`src/rtl/ltsm_pkg.sv`:
```
// Shared MBTRAIN REPAIR definitions: sideband message codes and sequencer states,
// used by both the TX and RX repair sequencers.
package ltsm_pkg;

  localparam logic [3:0] SB_NONE     = 4'd0;
  localparam logic [3:0] SB_INIT_REQ = 4'd1;
  localparam logic [3:0] SB_INIT_RSP = 4'd2;
  localparam logic [3:0] SB_DEG_REQ  = 4'd3;
  localparam logic [3:0] SB_DEG_RSP  = 4'd4;
  localparam logic [3:0] SB_END_REQ  = 4'd5;
  localparam logic [3:0] SB_END_RSP  = 4'd6;

  typedef enum logic [2:0] {
    ST_IDLE    = 3'd0,
    ST_INIT    = 3'd1,
    ST_DEGRADE = 3'd2,
    ST_END     = 3'd3,
    ST_DONE    = 3'd4,
    ST_ERROR   = 3'd5
  } repair_state_e;

  // Response that advances the sequence out of a request state.
  function automatic logic [3:0] expected_rsp(input repair_state_e st);
    case (st)
      ST_INIT:    return SB_INIT_RSP;
      ST_DEGRADE: return SB_DEG_RSP;
      ST_END:     return SB_END_RSP;
      default:    return SB_NONE;
    endcase
  endfunction

  function automatic logic is_request_state(input repair_state_e st);
    case (st)
      ST_INIT, ST_DEGRADE, ST_END: return 1'b1;
      default:                     return 1'b0;
    endcase
  endfunction

endpackage

```
`src/rtl/repair_timeout_cnt.sv`:
```
// Per-state response timer: synchronous clear, count enable, expiry flag on the last cycle.
module repair_timeout_cnt #(
  parameter int unsigned TIMEOUT_CYC = 8000
) (
  input  logic clk,
  input  logic rst_n,
  input  logic clr,
  input  logic en,
  output logic expire
);

  localparam int unsigned CNT_W = $clog2(TIMEOUT_CYC + 1);
  localparam logic [CNT_W-1:0] LAST_CNT = CNT_W'(TIMEOUT_CYC - 1);

  logic [CNT_W-1:0] cnt_r;

  // Clear has priority so a freshly entered state always starts from zero.
  always_ff @(posedge clk or negedge rst_n) begin
    if (!rst_n) begin
      cnt_r <= '0;
    end else if (clr) begin
      cnt_r <= '0;
    end else if (en) begin
      cnt_r <= cnt_r + CNT_W'(1);
    end else begin
      cnt_r <= cnt_r;
    end
  end

  assign expire = en && (cnt_r == LAST_CNT);

endmodule

```
`src/rtl/repair_tx_gen.sv`:
```
// MBTRAIN REPAIR TX sequencer: issues INIT / DEGRADE / END requests, reports the
// functional-group mask, and exits on timeout or when no lane group is usable.
module repair_tx_gen
  import ltsm_pkg::*;
#(
  parameter int unsigned NUM_GROUPS  = 2,
  parameter int unsigned ENC_W       = 3,
  parameter int unsigned TIMEOUT_CYC = 8000
) (
  input  logic                  clk,
  input  logic                  rst_n,
  input  logic                  i_en,
  input  logic [3:0]            i_sideband_message,
  input  logic                  i_rx_msg_valid,
  input  logic                  i_busy_negedge_detected,
  input  logic                  i_valid_rx,
  input  logic [NUM_GROUPS-1:0] i_group_functional,
  output logic [3:0]            o_sideband_message,
  output logic                  o_valid_tx,
  output logic [ENC_W-1:0]      o_sideband_data_lanes_encoding,
  output logic                  o_test_ack,
  output logic                  o_error,
  output logic                  o_timeout
);

  repair_state_e    state_r, state_s;
  logic [3:0]       msg_r, msg_s;
  logic [ENC_W-1:0] enc_r, enc_s;
  logic             ack_r, ack_s;
  logic             err_r, err_s;
  logic             tmo_r, tmo_s;
  logic             vtx_r;
  logic             set_vtx_s, kill_vtx_s;
  logic             resp_hit_s;
  logic             expire_s;
  logic             cnt_en_s, cnt_clr_s;

  assign resp_hit_s = i_rx_msg_valid && (i_sideband_message == expected_rsp(state_r));
  assign cnt_en_s   = is_request_state(state_r);
  assign cnt_clr_s  = (state_s != state_r);

  repair_timeout_cnt #(
    .TIMEOUT_CYC (TIMEOUT_CYC)
  ) u_timeout (
    .clk    (clk),
    .rst_n  (rst_n),
    .clr    (cnt_clr_s),
    .en     (cnt_en_s),
    .expire (expire_s)
  );

  // Next state and next output values; abort on i_en low outranks everything.
  always_comb begin
    state_s    = state_r;
    msg_s      = msg_r;
    enc_s      = enc_r;
    ack_s      = ack_r;
    err_s      = err_r;
    tmo_s      = tmo_r;
    set_vtx_s  = 1'b0;
    kill_vtx_s = 1'b0;
    if ((state_r != ST_IDLE) && !i_en) begin
      state_s    = ST_IDLE;
      msg_s      = SB_NONE;
      enc_s      = '0;
      ack_s      = 1'b0;
      err_s      = 1'b0;
      tmo_s      = 1'b0;
      kill_vtx_s = 1'b1;
    end else begin
      case (state_r)
        ST_IDLE: begin
          enc_s = '0;
          ack_s = 1'b0;
          err_s = 1'b0;
          tmo_s = 1'b0;
          if (i_en) begin
            state_s   = ST_INIT;
            msg_s     = SB_INIT_REQ;
            set_vtx_s = 1'b1;
          end else begin
            msg_s      = SB_NONE;
            kill_vtx_s = 1'b1;
          end
        end
        ST_INIT, ST_DEGRADE, ST_END: begin
          if (resp_hit_s) begin
            case (state_r)
              ST_INIT: begin
                if (|i_group_functional) begin
                  state_s   = ST_DEGRADE;
                  msg_s     = SB_DEG_REQ;
                  enc_s     = ENC_W'(i_group_functional);
                  set_vtx_s = 1'b1;
                end else begin
                  state_s    = ST_ERROR;
                  msg_s      = SB_NONE;
                  err_s      = 1'b1;
                  tmo_s      = 1'b0;
                  kill_vtx_s = 1'b1;
                end
              end
              ST_DEGRADE: begin
                state_s   = ST_END;
                msg_s     = SB_END_REQ;
                set_vtx_s = 1'b1;
              end
              default: begin
                state_s    = ST_DONE;
                msg_s      = SB_NONE;
                ack_s      = 1'b1;
                kill_vtx_s = 1'b1;
              end
            endcase
          end else if (expire_s) begin
            state_s    = ST_ERROR;
            msg_s      = SB_NONE;
            err_s      = 1'b1;
            tmo_s      = 1'b1;
            kill_vtx_s = 1'b1;
          end else begin
            state_s = state_r;
          end
        end
        ST_DONE, ST_ERROR: begin
          state_s = state_r;
        end
        default: begin
          state_s    = ST_IDLE;
          msg_s      = SB_NONE;
          enc_s      = '0;
          ack_s      = 1'b0;
          err_s      = 1'b0;
          tmo_s      = 1'b0;
          kill_vtx_s = 1'b1;
        end
      endcase
    end
  end

  // State and registered outputs.
  always_ff @(posedge clk or negedge rst_n) begin
    if (!rst_n) begin
      state_r <= ST_IDLE;
      msg_r   <= SB_NONE;
      enc_r   <= '0;
      ack_r   <= 1'b0;
      err_r   <= 1'b0;
      tmo_r   <= 1'b0;
    end else begin
      state_r <= state_s;
      msg_r   <= msg_s;
      enc_r   <= enc_s;
      ack_r   <= ack_s;
      err_r   <= err_s;
      tmo_r   <= tmo_s;
    end
  end

  // TX request handshake: a new request beats a same-cycle completion of the old one.
  always_ff @(posedge clk or negedge rst_n) begin
    if (!rst_n) begin
      vtx_r <= 1'b0;
    end else if (kill_vtx_s) begin
      vtx_r <= 1'b0;
    end else if (set_vtx_s) begin
      vtx_r <= 1'b1;
    end else if (i_busy_negedge_detected && !i_valid_rx) begin
      vtx_r <= 1'b0;
    end else begin
      vtx_r <= vtx_r;
    end
  end

  assign o_sideband_message             = msg_r;
  assign o_valid_tx                     = vtx_r;
  assign o_sideband_data_lanes_encoding = enc_r;
  assign o_test_ack                     = ack_r;
  assign o_error                        = err_r;
  assign o_timeout                      = tmo_r;

endmodule

```
`config.mk`:
```
export PLATFORM = sky130hd
export DESIGN_NAME = repair_tx_gen
export DESIGN_NICKNAME = d
export VERILOG_FILES = /design/src/rtl/ltsm_pkg.sv /design/src/rtl/repair_timeout_cnt.sv /design/src/rtl/repair_tx_gen.sv
export SDC_FILE = /design/constraint.sdc
export NUM_CORES = 1
export LEC_CHECK = 0
export BUFFER_PORTS_ARGS = -buffer_cell sky130_fd_sc_hd__buf_4
export CAP_MARGIN = 30
export CORE_MARGIN = 2
export CORE_UTILIZATION = 63
export CTS_BUF_LIST = sky130_fd_sc_hd__clkbuf_8
export DETAILED_ROUTE_END_ITERATION = 10
export PLACE_DENSITY = 0.84
export SETUP_SLACK_MARGIN = 0.4
export SYNTH_ARGS = -nofsm -noshare
export SYNTH_HDL_FRONTEND = slang
export SYNTH_SLANG_ARGS = --single-unit
```
`constraint.sdc`:
```
create_clock -name clk -period 4.6 [get_ports clk]
set_input_delay 0.69 -clock clk [delete_from_list [all_inputs] [get_ports clk]]
set_output_delay 0.69 -clock clk [all_outputs]
set_load 0.005 [all_outputs]
```
# After elaboration in Yosys (flattened, before gate mapping)
# Cells that the tools add are included.
# word_totals
memories,0
elab_cells,97
rom_bits,0
ramBits,0
latch_bits,0
output_inout_bits,11
input_bits,12
register_bits,27
# classes
shift,0
n_mux,54
magnitude_cmp,0
n_addsub,1
bitwise_logic,0
multipliers,0
n_reduce_logical,18
eq_ne,16
div,0
# ops
cell,n
2-to-1 mux 3 bit,9
2-to-1 mux 1 bit,26
2-to-1 mux 13 bit,2
case mux 3 bit (3 select lines),2
adder 13 x 1 -> 13 bit (second input constant),1
== test 13 bit (second input constant),1
2-to-1 mux 4 bit,3
!= test 3 bit (second input constant),4
!= test 4 bit (second input constant),3
case mux 1 bit (2 select lines),6
case mux 3 bit (2 select lines),2
case mux 4 bit (3 select lines),1
case mux 4 bit (2 select lines),1
AND reduction 4 bit,2
== test 3 x 2 -> 1 bit (second input constant),2
== test 3 bit (second input constant),2
nonzero test 3 bit,2
OR reduction 2 bit,3
== test 4 bit,1
logical AND 1 bit,4
== test 3 x 1 -> 1 bit (second input constant),1
logical NOT 3 bit,1
!= test 3 bit,1
case mux 1 bit (3 select lines),1
other kinds (7),8

# Longest topological paths before layout
# Gate-level depths: netlist of the first run.
# logic_depth
ltp_word,10
depth_mapped,7

# Hierarchy
# From an unflattened synthesis of the first run, not the netlist that was laid out.
# hier_totals
hier_cells,179
hier_area_um2,1622.8
# modules_own_cells
mod,cells_each,instances,seq_area_each_um2,area_each_um2
repair_tx_gen,110,1,300.3,937.1
repair_timeout_cnt,69,1,325.3,685.7

# Worst setup path after synthesis of the first run
# Ideal clock, no wire load.
# synth_timing
path_type,input to register
startpoint,in i_sideband_message[0]
endpoint,reg enc_r[1] (netlist: o_sideband_data_lanes_encoding[1])
t_required_ns,4.479
setup_time_ns,0.121
path_stages,5
arrival_time_ns,1.949
setup_slack_ns,2.530
path_buffers,1
cell_sequence,nor3b_1 > and3_1 > buf_2 > nand4_1 > a32o_1
# synth_between
elab_chain_len,4
# synth_lines
item,line,text
from (decl),repair_tx_gen.sv:13,"input logic [3:0] i_sideband_message,"
== test 4 bit,repair_tx_gen.sv:38,assign resp_hit_s = i_rx_msg_valid && (i_sideband_message == expected_rsp(state_r));
logical AND 1 bit,repair_tx_gen.sv:38,
!= test 3 bit (no source line),n/a,
AND reduction 4 bit (no source line),n/a,
to (signal assigned),repair_tx_gen.sv:153,enc_r <= enc_s;
to (decl),repair_tx_gen.sv:28,"logic [ENC_W-1:0] enc_r, enc_s;"
# No other way between the ends.
# A chain may end at the register's enable or synchronous reset.

# Worst setup path after layout of the first run
# layout_timing
startpoint,reg state_r[2]
endpoint,reg enc_r[0] (netlist: o_sideband_data_lanes_encoding[0])
# layout_between
elab_chain_len,6
# layout_lines
item,line,text
from (decl),repair_tx_gen.sv:26,"repair_state_e state_r, state_s;"
from (signal assigned),repair_tx_gen.sv:151,state_r <= state_s;
== test 3 x 2 -> 1 bit / == test 3 x 1 -> 1 bit (equally long branches),"ltsm_pkg.sv:24, repair_tx_gen.sv:71, repair_tx_gen.sv:88",
case mux 3 bit (3 select lines),ltsm_pkg.sv:24,case (st)
== test 4 bit,repair_tx_gen.sv:38,
logical AND 1 bit,repair_tx_gen.sv:38,
!= test 3 bit (no source line),n/a,
AND reduction 4 bit (no source line),n/a,
# Several ways; a longest one is shown, not always the timed one.

==> results, run 1 <==
- The flow ran to the end, and the final reports show no timing, DRC or antenna violations.
- The wire length after detailed routing is 3060 µm.
- The number of instances resized during post-cts repair is 0.
- The number of endpoints with negative hold slack in the final report is 0.
- The number of buffers on the longest clock path is 2.
- The data required time at the worst endpoint is 4760 ps.
- The worst setup path is launched from a register.
- The portion of the clock cycle consumed by the worst path in the final layout is 0.487.
- The clock period could shrink to 2240 ps.
- The number of rows in the core area is 17.
- The clock latency reported for the late side of the worst-skew pair is approximately 270 ps.
- In the layout the commonest cells are sky130_fd_sc_hd__dfrtp_1, sky130_fd_sc_hd__nor3_1, sky130_fd_sc_hd__buf_4, sky130_fd_sc_hd__nor2_1, sky130_fd_sc_hd__xnor2_1.
- The placeable core area is 2250 µm².
- The commonest non-fill, non-tap cell in the layout is sky130_fd_sc_hd__dfrtp_1.
- The clock tree skew after final layout is 2.11 ps.
- From synthesis to final layout, the design area changed by 11.9%.
- The reported max-cap violation count is 0.
- The endpoint identified for the worst register-to-register timing path is o_sideband_data_lanes_encoding[0].
- The total global routing track utilization is 0.261.
- The post-cts hold buffer count is 0.
- The number of port buffers is 20.
- After clock tree synthesis, the clock-pin slew on the worst setup and hold paths is roughly 90 ps.
- The share of total power dissipated in the clock network is 0.318.
- Of the total power, the share spent switching nets is 0.264.
- The via count of the first global-routing pass came to 1277.
- Summed over all cells, the static leakage comes to between 0.6 and 0.7 nW.
- Buffers added to address setup during post-CTS repair amount to 0.
- Data arrives at the worst endpoint at 2400 ps.
- Detailed placement ended at an HPWL of 2210 µm.
- In this run the remaining antenna-violating nets after routing total 0.
- After detailed routing, the average wire length per cell comes to 14.9 µm.
- The instance count of the mapped netlist is 162.
- In the final design database the tool counted 191 nets.
- The number of antenna diodes is 0.
- In the final layout, the share of cells above drive strength 1 is 0.175.
- For this design the total switching power over the nets is between 100 and 150 µW.
- The largest vdd supply drop is 284 µV.
- The wire length of the first global-routing pass is 5410 µm.
- The CTS tree is yes.
- Clock tree synthesis selected as its root buffer the cell sky130_fd_sc_hd__clkbuf_8.
- The area of the die is 2830 µm².
- The number of pins with negative max-slew slack in the final report came to 0.
- Measured on the finished design, the core utilization comes to 0.756.
- The cell count of the worst reg-to-reg path is 5.
- The number of search-and-repair iterations in the first detailed-routing pass is 4.
- The largest fanout on the critical path is 17.
- TritonCTS created 3 clock buffers.
- Of the synthesized area, sequential elements account for 0.411.
- The leftover overflow at the end of global routing is 0.
- For this block, the initial DRC count from the detailed router was 34.
- The path type of the worst min-delay path is primary input to asynchronous set/reset pin.
- The power share of the sequential group is 0.546.
- From bottom edge to top edge, the die measures 53.2 µm.
- The number of enable flip-flop cells after synthesis is 0.
- The register-to-register path setup slack is 2360 ps.
- In this run the mean area of a mapped cell was roughly 9.4 µm².
- During synthesis, Yosys emitted a total of 0 warnings.
- The count of final setup violators is 0.
- The area fraction of the dominant cell type after synthesis is 0.411.
- The overall power is 423 µW.
- The leading area contributor after synthesis is sky130_fd_sc_hd__dfrtp_1.
- After detailed routing, the number of vias per cell comes to roughly 6.0.
- The synthesized flop and latch total is 25.
- Cell internal power was estimated by the tool at 312 µW.
- The worst-case headroom to the max-slew limit is 0.530.
- Setup repair after global routing left no endpoint under its margin.
- For the pin with the worst max-slew slack, the measured transition is 703 ps.
- The worst setup path is captured at a register.
- The starting density of the core is 0.675.
- The final weighted congestion in routability-driven placement is approximately 0.85.
- The post-placement cell area is 1660 µm².
- The initial antenna violation count is 0.
- Yosys mapped the design onto between 40 and 50 distinct sky130hd cell types.
- The count of pins on the block boundary is 23.
- Among all flip-flop cells after synthesis, the most frequent one is sky130_fd_sc_hd__dfrtp_1.
- Entering global routing, the biggest net connects 26 pins.
- The maximum clock frequency is approximately 0.45 GHz.
- After detailed routing, the number of remaining DRC violations is 0.
- The finished cells cover about 1700 µm².
- For this block, the via count after detailed routing is about 1.2k.
- The final sum of negative setup slack is 0 ps.
- The total clock sinks is 25.
- In the post-synthesis netlist, the biggest area contributors are sky130_fd_sc_hd__dfrtp_1, sky130_fd_sc_hd__nor3_1, sky130_fd_sc_hd__xnor2_1.
- The post-synthesis instance area is 1520 µm².
- The critical register-to-register path startpoint is state_r[2].
- The die is 53.2 µm wide.
- The fraction of registers with async set/reset is 1.00.
- The worst setup path is of the register to register kind.
- The areal power density over the cells is 248 nW/µm².
- The maximum level of the CTS H-tree is 1.
- The power share of the combinational group is 0.135.
-- logic make-up (layout without fill, tap and decap cells) --
logic type,after synthesis,count (layout),share of synthesized area
muxes,1,1,0.00657
buffers and inverters,17,31,0.0567
adders and majority gates,1,1,0.00822
DFF,25,25,0.411
xor gates and xnor gates,16,16,0.104
other,1,2,0.00246
and+or+nand+nor,69,69,0.239
AOI/OAI and AO/OA,32,32,0.172
-- cells in the mapped netlist (5+ instances only) --
library cell and number:
sky130_fd_sc_hd__nor3_1 22, sky130_fd_sc_hd__nor2_1 11, sky130_fd_sc_hd__nand3_1 5, sky130_fd_sc_hd__inv_1 6
sky130_fd_sc_hd__dfrtp_1 25, sky130_fd_sc_hd__xnor2_1 10, sky130_fd_sc_hd__a21oi_1 5, sky130_fd_sc_hd__xor2_1 5
sky130_fd_sc_hd__nand4_1 6, sky130_fd_sc_hd__nand2_1 9
-- critical path: stages, from the launching register on --
cell	delay, ps
sky130_fd_sc_hd__dfrtp_1	630
sky130_fd_sc_hd__nand2b_1	390
sky130_fd_sc_hd__xor2_4	230
sky130_fd_sc_hd__and3_1	450
sky130_fd_sc_hd__nand4_1	150
sky130_fd_sc_hd__a32o_1	280
-- sequential cells by signal, summed over array words and instances, names as in the netlist --
name	flops
o_sideband_message	3
o_valid_tx	1
state_r	3
o_test_ack	1
u_timeout.cnt_r	13
o_error	1
o_timeout	1
o_sideband_data_lanes_encoding	2
-- stage by stage --
step / setup slack [ps] / hold slack, ps / std cells
final: 2360 / 303 / 205
after global routing: 2190 / 322 / 205
after CTS: 2380 / 318 / 205
after detailed placement: 2130 / 480 / 201
after global placement: 1950 / 472 / 200
after floorplan: 2530 / 394 / 163
-- power groups by stage --
stage / sequential (mW) / combinational (mW) / clock, mW
final: 0.231 / 0.0573 / 0.135
after global routing: 0.232 / 0.0650 / 0.145
after CTS: 0.231 / 0.0578 / 0.136
after detailed placement: 0.236 / 0.0576 / 0
after global placement: 0.235 / 0.0545 / 0
after floorplan: 0.233 / 0.0369 / 0
-- worst max path at each step --
stage | slack [ps] | start | to | depth (start not counted)
2_1_floorplan | 2530 | i_sideband_message[0] | o_sideband_data_lanes_encoding[1] | 5
3_3_place_gp | 1950 | i_sideband_message[0] | u_timeout.cnt_r[8] | 5
3_5_place_dp | 2130 | i_sideband_message[0] | o_sideband_data_lanes_encoding[1] | 5
4_1_cts | 2380 | state_r[2] | o_sideband_data_lanes_encoding[1] | 5
5_1_grt | 2190 | state_r[2] | o_sideband_data_lanes_encoding[0] | 5
6_report | 2360 | state_r[2] | o_sideband_data_lanes_encoding[0] | 5
-- final cells by class --
type | instances | area, µm²
Sequential cell | 25 | 626
Clock buffer | 3 | 41.3
Fill cell | 154 | 551
Clock inverter | 1 | 7.51
Inverter | 6 | 22.5
Multi-Input combinational cell | 121 | 815
Timing Repair Buffer | 21 | 158
Tap cell | 28 | 35.0
-- routing by layer --
layer	global-route usage	part of all wire	vias to the layer above
li1	-	-	611
met4	0.0855	0.0046	0
met5	0	0	-
met1	0.340	0.46	575
met2	0.440	0.47	39
met3	0.0424	0.064	2
Power figures use the tool's default switching activity.
==> inputs of run 2 (changes only) <==
--- a/config.mk
+++ b/config.mk
@@ -8,10 +8,10 @@
 export BUFFER_PORTS_ARGS = -buffer_cell sky130_fd_sc_hd__buf_4
 export CAP_MARGIN = 30
 export CORE_MARGIN = 2
-export CORE_UTILIZATION = 63
+export CORE_UTILIZATION = 58
 export CTS_BUF_LIST = sky130_fd_sc_hd__clkbuf_8
 export DETAILED_ROUTE_END_ITERATION = 10
-export PLACE_DENSITY = 0.84
+export PLACE_DENSITY = 0.78
 export SETUP_SLACK_MARGIN = 0.4
 export SYNTH_ARGS = -nofsm -noshare
 export SYNTH_HDL_FRONTEND = slang
==> constraint.sdc (replaced) <==
create_clock -name clk -period 2.3 [get_ports clk]
set_input_delay 0.345 -clock clk [delete_from_list [all_inputs] [get_ports clk]]
set_output_delay 0.345 -clock clk [all_outputs]
set_load 0.005 [all_outputs]
==> run 2 against run 1 <==
Compared with the run above:
- combinational power is 120% higher
- largest power group unchanged
- critical path type unchanged
- sequential share of layout area is 2.2 points lower
- power is 100% higher
- largest cell class unchanged
==> results, run 2 (same netlist as run 1, synthesis figures left out) <==
- The flow ran to the end, and the final reports show no timing, DRC or antenna violations.
- The number of pins with negative max-slew slack in the final report is 0.
- The number of buffers on the longest clock path is 2.
- The register with the most flip-flops in the layout has 13 of them.
- The maximum clock frequency is 0.546 GHz.
- After global routing the overflow that remains totals 0.
- The fill cell total of the finished layout is 182.
- Detailed placement ended at an HPWL of 2430 µm.
- The slowest cell on the critical path is sky130_fd_sc_hd__or4b_4.
- The number of nets with antenna violations after routing is 0.
- The data required time at the worst endpoint is 2460 ps.
- The average wire per cell in the routed design is 15.9 µm.
- The wire length of the first global-routing pass is 5530 µm.
- The fraction of final layout cells sized beyond drive strength 1 is 0.242.
- The number of clock buffers added by TritonCTS is 3.
- u_timeout.cnt_r holds more flip-flops than any other register.
- The signed area change from the synthesized netlist to the final layout is 19.3%.
- The congestion estimate from routability-driven global placement came to between 0.8 and 0.9.
- The via count of the first global-routing pass is 1295.
- The area of the die is 3050 µm².
- The largest fanout on the critical path is 13.
- The number of antenna diodes is 0.
- In the global route stage, overall resource usage came out at 0.225.
- The cell sitting at the root of the clock tree is a sky130_fd_sc_hd__clkbuf_8.
- The worst-case headroom to the max-slew limit is 0.577.
- On the final layout, the worst clock skew is 5.01 ps.
- Leaving out filler cells and counting taps, the final layout contains 216.
- Dividing the detail-routed via count by the number of cells gives around 6.0.
- For this block, the routed nets add up to 3430 µm of wire.
- The footprint of the multi-input gates is ~840 µm².
- The worst-case IR drop observed on VDD is 390 µV.
- The number of nets at the end of the flow is 200.
- The reported max-cap violation count is 0.
- The final critical path time including I/O delays and setup is approximately 1800 ps.
- In this run the standard cell core region covers 2480 µm².
- The family of cells with the greatest summed delay on the critical path is simple AND/OR/NAND/NOR gates.
- The critical path is of the register to register type.
- In this design, the stage delay of the slowest critical-path cell is around 550 ps.
- The number of port buffers is 20.
- In the layout the commonest cells are sky130_fd_sc_hd__buf_4, sky130_fd_sc_hd__dfrtp_1, sky130_fd_sc_hd__nor3_1, sky130_fd_sc_hd__xnor2_1, sky130_fd_sc_hd__nor2_1.
- For this design the static power due to leakage is 0.743 nW.
- The final route contains 1302 vias.
- STA puts the critical path data arrival time at 1990 ps.
- The number of instances in the placed design is 207.
- The count of pins on the block boundary is 23.
- Clock tree synthesis found a total of 25 sinks.
- At the pin with the least slew margin, the transition time is 631 ps.
- The first detailed-routing pass ran for 6 iterations.
- The area of all sequential standard cells is 627 µm².
- The commonest non-fill, non-tap cell in the layout is sky130_fd_sc_hd__buf_4.
- The count of final setup violators is 0.
- For the final routed database, the setup TNS stands at 0 ps.
- The worst setup path is captured at a register.
- The areal power density over the cells is 465 nW/µm².
- After clock tree synthesis, the clock-pin slew on the worst setup and hold paths is 90 ps.
- In the routed design, unresolved DRC markers number 0.
- The path type of the worst min-delay path is primary input to register.
- The number of endpoints with negative hold slack in the final report came to 0.
- The finished cells cover 1820 µm².
- In this run the number of H-tree levels came out at 1.
- The die height is about 55 µm.
- In this run the horizontal extent of the chip is 55.2 µm.
- Setup repair after global routing could not meet its margin everywhere.
- The later pin in the worst-skew pair is clocked with a latency of 270 ps.
- In this run, the number of DRC markers left after iteration 0 of detailed routing was 49.
- Traced cell by cell, the critical path runs through nand4_1, or4b_4, or2_4, a21oi_4, buf_12, nor3_1.
- The portion of the clock cycle consumed by the worst path in the final layout is 0.797.
- The initial antenna violation count is 0.
- The post-placement cell area is roughly 1700 µm².
- The pin count of the biggest net entering global routing is 26.
- The number of rows in the core area is 18.
- For this configuration, the core starts out at a cell density of 0.615.
- The critical path startpoint category is a register.
- TritonCTS built the clock tree.
- The number of buffers and inverters on the critical path is 1.
==> run 2: per-stage QoR <==
step                worst slack, ps  total power, mW  utilization  hold WS [ps]
finish                          467            0.846        0.733           341
global route                    375            0.881        0.733           347
CTS                             401            0.852        0.715           326
detailed placement              315            0.592        0.681           271
global placement                384            0.586        0.681           259
floorplan                       522            0.541            -          49.4
==> run 2: cell type report <==
cell class | instances | area share
multi-input combinational | 121 | 0.464
sequential | 25 | 0.345
timing repair buffer | 30 | 0.132
clock buffer | 3 | 0.0227
tap | 30 | 0.0207
inverter | 6 | 0.0124
clock inverter | 1 | 0.00275
==> run 2: worst paths after layout <==
path,start,end,slack [ps],cells after the start
min,i_group_functional[1],o_sideband_data_lanes_encoding[1],340,2
min reg2reg,o_timeout,o_timeout,500,1
min in group asynchronous,rst_n,o_test_ack,510,2
max,u_timeout.cnt_r[10],u_timeout.cnt_r[9],470,6
max in group asynchronous,rst_n,state_r[0],1530,2
max reg2reg,u_timeout.cnt_r[10],u_timeout.cnt_r[9],470,6
==> run 2: power breakdown <==
group / internal [mW] / switching, mW
combinational: 0.0566 / 0.0711
clock: 0.121 / 0.136
sequential: 0.450 / 0.0106
total: 0.628 / 0.218
==> run 2: routing by layer <==
metal	GRT usage	vias to the layer above	wire [µm]
li1	-	630	-
met1	0.265	633	1440
met2	0.393	27	1790
met3	0.0468	12	110
met4	0.0976	0	88
met5	0	-	0
==> run 2: timing repair <==
| action | in CTS | in global routing |
|---|---|---|
| endpoints found under the hold margin | 25 | 0 |
| hold buffers | 1 | 0 |
| buffers inserted | 1 | 3 |
| resized for setup | 2 | 6 |
| pin swaps | 1 | 3 |
| cloned | 0 | 0 |
| setup endpoints to repair | 20 | 22 |
